`src/rtl/chime_sequencer.sv`:
```
// Two-note "ding-dong" chime: picks N_CH-way sources per note, holds each HOLD cycles, delays DELAY cycles.
// Define CHIME_RETRIGGER_EN to let a press during DONG restart the sequence with freshly latched selects.
module chime_sequencer #(
  parameter int N_CH  = 4,
  parameter int W     = 8,
  parameter int HOLD  = 16,
  parameter int DELAY = 5,
  localparam int SW   = $clog2(N_CH)
) (
  input  logic              clk,
  input  logic              rst_n,
  input  logic [N_CH*W-1:0] snd,
  input  logic [SW-1:0]     sel_ding,
  input  logic [SW-1:0]     sel_dong,
  input  logic              press,
  output logic              busy,
  output logic [W-1:0]      out,
  output logic              out_valid
);

  // state | meaning
  // IDLE  | waiting for press, raw output silent
  // DING  | playing first note (latched sel_ding) for HOLD cycles
  // DONG  | playing second note (latched sel_dong) for HOLD cycles
  typedef enum logic [1:0] {IDLE, DING, DONG} state_t;

  localparam int CW = (HOLD > 1) ? $clog2(HOLD) : 1;
  localparam logic [CW-1:0] HOLD_LAST = CW'(HOLD - 1);

  state_t        state_q, state_d;
  logic [CW-1:0] cnt_q, cnt_d;
  logic [SW-1:0] sel_ding_q, sel_ding_d;
  logic [SW-1:0] sel_dong_q, sel_dong_d;
  logic          busy_q, busy_d;
  logic [W:0]    pipe_q [DELAY];
  logic [W:0]    pipe_d [DELAY];

  logic [SW-1:0] sel_cur;
  logic [W-1:0]  raw_tone;
  logic          raw_valid;

  always_comb begin
    state_d    = state_q;
    cnt_d      = cnt_q;
    sel_ding_d = sel_ding_q;
    sel_dong_d = sel_dong_q;
    case (state_q)
      IDLE: begin
        if (press) begin
          sel_ding_d = sel_ding;
          sel_dong_d = sel_dong;
          cnt_d      = '0;
          state_d    = DING;
        end
      end
      DING: begin
        if (cnt_q == HOLD_LAST) begin
          cnt_d   = '0;
          state_d = DONG;
        end else begin
          cnt_d = cnt_q + 1'b1;
        end
      end
      DONG: begin
`ifdef CHIME_RETRIGGER_EN
        if (press) begin
          sel_ding_d = sel_ding;
          sel_dong_d = sel_dong;
          cnt_d      = '0;
          state_d    = DING;
        end else
`endif
        if (cnt_q == HOLD_LAST) begin
          cnt_d   = '0;
          state_d = IDLE;
        end else begin
          cnt_d = cnt_q + 1'b1;
        end
      end
      default: begin
        cnt_d   = '0;
        state_d = IDLE;
      end
    endcase
    busy_d = (state_d != IDLE);
  end

  // Selects beyond N_CH match no channel and fall through to a silent but valid tone.
  always_comb begin
    sel_cur   = (state_q == DING) ? sel_ding_q : sel_dong_q;
    raw_valid = (state_q != IDLE);
    raw_tone  = '0;
    if (raw_valid) begin
      for (int i = 0; i < N_CH; i++) begin
        if (sel_cur == SW'(i)) raw_tone = snd[i*W +: W];
      end
    end
  end

  always_comb begin
    pipe_d[0] = {raw_valid, raw_tone};
    for (int i = 1; i < DELAY; i++) pipe_d[i] = pipe_q[i-1];
  end

  always_ff @(posedge clk or negedge rst_n) begin
    if (!rst_n) begin
      state_q    <= IDLE;
      cnt_q      <= '0;
      sel_ding_q <= '0;
      sel_dong_q <= '0;
      busy_q     <= 1'b0;
      for (int i = 0; i < DELAY; i++) pipe_q[i] <= '0;
    end else begin
      state_q    <= state_d;
      cnt_q      <= cnt_d;
      sel_ding_q <= sel_ding_d;
      sel_dong_q <= sel_dong_d;
      busy_q     <= busy_d;
      for (int i = 0; i < DELAY; i++) pipe_q[i] <= pipe_d[i];
    end
  end

  assign busy      = busy_q;
  assign out       = pipe_q[DELAY-1][W-1:0];
  assign out_valid = pipe_q[DELAY-1][W];

endmodule

```
`config.mk`:
```
export PLATFORM = sky130hd
export DESIGN_NAME = chime_sequencer
export DESIGN_NICKNAME = d
export VERILOG_FILES = /design/src/rtl/chime_sequencer.sv
export SDC_FILE = /design/constraint.sdc
export NUM_CORES = 1
export LEC_CHECK = 0
export ABC_CLOCK_PERIOD_IN_PS = 2500
export CORE_MARGIN = 3
export CORE_UTILIZATION = 41
export DETAILED_ROUTE_END_ITERATION = 12
export MAX_ROUTING_LAYER = met4
export PLACE_DENSITY = 0.65
export SYNTH_ARGS = -nofsm -noshare
export SYNTH_HDL_FRONTEND = slang
export SYNTH_SLANG_ARGS = --single-unit
```
`constraint.sdc`:
```
create_clock -name clk -period 2.5 [get_ports clk]
set_input_delay 0.5 -clock clk [delete_from_list [all_inputs] [get_ports clk]]
set_output_delay 0.5 -clock clk [all_outputs]
set_load 0.02 [all_outputs]
```
# Yosys cells after proc, flatten, opt, wreduce, memory -nomap -nowiden
# Index checks and enable logic that the tools add are counted.
[totals]
romBits = 0
reg_bits = 56
mem_bits_rw = 0
memories = 0
latch_bits = 0
word_cells = 37
[op_classes]
bitwise_logic = 0
n_div = 0
eq_ne = 7
add_sub_neg = 1
order_cmp = 0
n_reduce_logical = 6
shifts = 0
multipliers = 0
mux = 13
[op_table]
columns = ["op", "n"]
rows = [
  ["$mux W8", 5],
  ["$mux W2", 4],
  ["$mux W4", 2],
  ["$pmux W4 S2", 1],
  ["$eq A2 B2 Y1 const B", 3],
  ["$pmux W2 S3", 1],
  ["$add A4 B1 Y4 const B", 1],
  ["$eq A2 B1 Y1 const B", 2],
  ["$eq A4 B4 Y1 const B", 1],
  ["$logic_not A2 Y1", 2],
  ["$reduce_bool A2 Y1", 2],
  ["$ne A2 B2 Y1 const B", 1],
  ["$reduce_and A2 Y1", 1],
  ["$reduce_or A2 Y1", 1],
]

# Depth between registers and ports, before layout
[logic_depth]
depth_word = 8
mapped_depth = 6
depth_no_buf = 5

# Worst setup path after synthesis
# Ideal clock, no wire load.
[synth_timing]
kind = "register to register"
from = "register state_q[1]"
to = "register pipe_q (netlist bit pipe_d[32])"
setup_ps = 119
arrival_ps = 1801
stages_incl_launch_ff = 6
path_slack_ps = 580
required_time_ps = 2381
path_buffers = 0
path_cell_list = "dfrtp_1 inv_1 ha_1 mux2i_2 mux4_2 and2_1"
[synth_rtl]
columns = ["element", "line", "source"]
rows = [
  ["from (decl)", "30", "state_t state_q, state_d;"],
  ["from (signal assigned)", "114", "state_q <= state_d;"],
  ["to (decl)", "35", "logic [W:0] pipe_q [DELAY];"],
]

==> flow_summary.yaml <==
drt:
  top_layer: "met4"
  wl_met3_um: 204
  drt-met1-wl_mm: 1.30
  drc: 0
  num_vias: 1130
  ant_nets: 0
  wire_per_inst_um: 12.7
  via_per_inst: 4.89
  wl_met2_mm: 1.40
  dr.pass1.iters: 4
  drtIter0Drc: 70
  drt-total-wl_mm: 2.94
synthesis:
  synth_top_cell_area_share: 0.727
  yosysTopAreaCell: "dfrtp_1"
  synth_cell_type_count: 26
  netlist_area_um2: 1930
  synthTopCellsByArea: "dfrtp_1, mux2i_1, ha_1"
  ys_async_sr_fraction: 1.00
  synth_commonest_cells: "dfrtp_1, mux2i_1, o22ai_1"
  yosysMostFrequentCell: "dfrtp_1"
  synth_edf_count: 0
  ys_warn_count: 0
  ys_ff_latch: 56
  synth_ff_type: "dfrtp_1"
  syn_nets: 167
  synth_area_per_cell_um2: 15.7
  synth_seq_area_share: 0.727
  syn_inst: 123
floorplanning:
  dieArea_um2: 5560
  io_pins: 49
  initial_core_util: 0.434
  die_w_um: 74.6
  rows: 24
  die_h_um: 74.6
  design.core.area_um2: 4440
placement:
  dp_hpwl_mm: 2.28
  gp_congestion: 0.846
  io_buffers: 48
  dpl_worst_slack_ns: 0.531
  place_area_um2: 2480
grt:
  antenna_found_initial: 0
  grt_pass1_vias: 1174
  grt_start_max_net_pins: 30
  grt_overflow: 0
  track_usage: 0.129
  grt_pass1_wl_mm: 5.14
timing:
  relSlewSlack: 0.584
  post-route-period-util: 0.790
  finClkSkew_ns: 0.00406
  setup_viol: 0
  tightest_slew_ns: 0.624
  drv_slew: 0
  hold_violations: 0
  layout_setup_ws_ns: 0.524
  fmax_ghz: 0.506
  tns_ns: 0
  fin_crit_ns: 1.98
  grt_setup_unrepaired: "no"
critical_path:
  cp_max_fo: 5
  startpoint_type: "flip-flop"
  required_ns: 2.68
  critPathKind: "flip-flop to flip-flop"
  crit_arrival_ns: 2.16
  reg2reg_depth: 5
  cp-end-kind: "flip-flop"
clock_network:
  worstSkewPairLatency_ns: 0.29
  cts_hold_buf: 0
  cts-resized-gates: 0
  htreeDepth: 2
  cts_made_buffers: 5
  cts_sinks: 56
  postCtsSetupBuffers: 0
  clk_pin_slew_worst_paths_ns: 0.08
  cts_tree: "built"
  cts.path.max_buffers: 2
  cts-root-buf: "clkbuf_8"
min_path:
  hold_class: "primary input to async pin"
finish:
  area_growth_pct: 32.6
  antenna_cells: 0
  final_nets: 223
  fin_area_um2: 2560
  drive_gt1_frac: 0.101
pwr:
  ir_drop_v: 0.000544
  power.density_nw_per_um2: 1050
  p_leak_nw: 1.19
flow_run:
  maxCapViolCount: 0
status:
  outcome: "completed"
[cells in the final DEF, fill, tap and decap left out, types with 3 or more instances in the layout]
cell type        Yosys  final
buf_4                1      3
o22ai_1              7      7
ha_1                 5      5
nand3_1              6      6
mux2_2               4      4
o21ai_0              3      3
mux2i_1             13     13
clkbuf_8             0      5
clkdlybuf4s50_1      0     47
inv_1                4      4
dfrtp_1             56     56
nand2_1              5      5
[flip-flops by register name (all words and copies together) (netlist names)]
name	cells
pipe_d	36
out	8
cnt_q	4
sel_ding_q	2
sel_dong_q	2
state_q	2
busy	1
out_valid	1
[per-stage QoR]
stage / power, mW / util / hold WS (ns) / instances
after floorplan: 1.96 / - / 0.204 / 123
after global placement: 2.23 / 0.558 / 0.331 / 224
after detailed placement: 2.28 / 0.558 / 0.335 / 224
after CTS: 2.72 / 0.575 / 0.237 / 231
after global routing: 2.86 / 0.575 / 0.261 / 231
final: 2.68 / 0.575 / 0.216 / 231
[layout make-up]
class,count,area (µm²)
Fill cell,355,1890
Clock buffer,6,72.6
Clock inverter,1,5.00
Multi-Input combinational cell,61,500
Tap cell,52,65.1
Inverter,4,15.0
Sequential cell,56,1400
Timing Repair Buffer,51,498
[final timing paths]
check	from	end	slack, ns
worst max-delay path	state_q[1]$_DFF_PN0_	pipe_d[33]$_DFF_PN0_	0.52
worst min-delay path	rst_n	cnt_q[2]$_DFFE_PN0P_	0.22
worst max register to register	state_q[1]$_DFF_PN0_	pipe_d[33]$_DFF_PN0_	0.52
worst min register to register	pipe_d[25]$_DFF_PN0_	pipe_d[16]$_DFF_PN0_	0.35
max in group asynchronous	rst_n	pipe_d[22]$_DFF_PN0_	1.65
min in group clk	pipe_d[25]$_DFF_PN0_	pipe_d[16]$_DFF_PN0_	0.35
[critical path: stages, from the launching register on]
cell and delay [ns]:
dfrtp_1 0.43, inv_1 0.10, ha_1 0.29, mux2i_2 0.35, mux4_2 0.54, and2_1 0.16
[power breakdown]
part | switching, mW | total [mW] | internal (mW)
Combinational | 0.433 | 0.898 | 0.465
Sequential | 0.109 | 1.35 | 1.24
Clock | 0.243 | 0.433 | 0.191
Total | 0.785 | 2.68 | 1.89
[metal layers]
metal  global-route usage  vias up
li1                     -      539
met1                0.171      535
met2                0.190       52
met3               0.0324        4
met4               0.0534        0
met5                    -        -
[logic make-up after synthesis]
family	count (synthesis)	share of synthesized area
AO/OA/AOI/OAI	16	0.0532
adder cells (fa/ha/maj)	5	0.0324
buffers and inverters	6	0.0136
flip-flops	56	0.727
multiplexers	20	0.121
AND/OR/NAND/NOR	20	0.0526
Power figures use the tool's default switching activity.
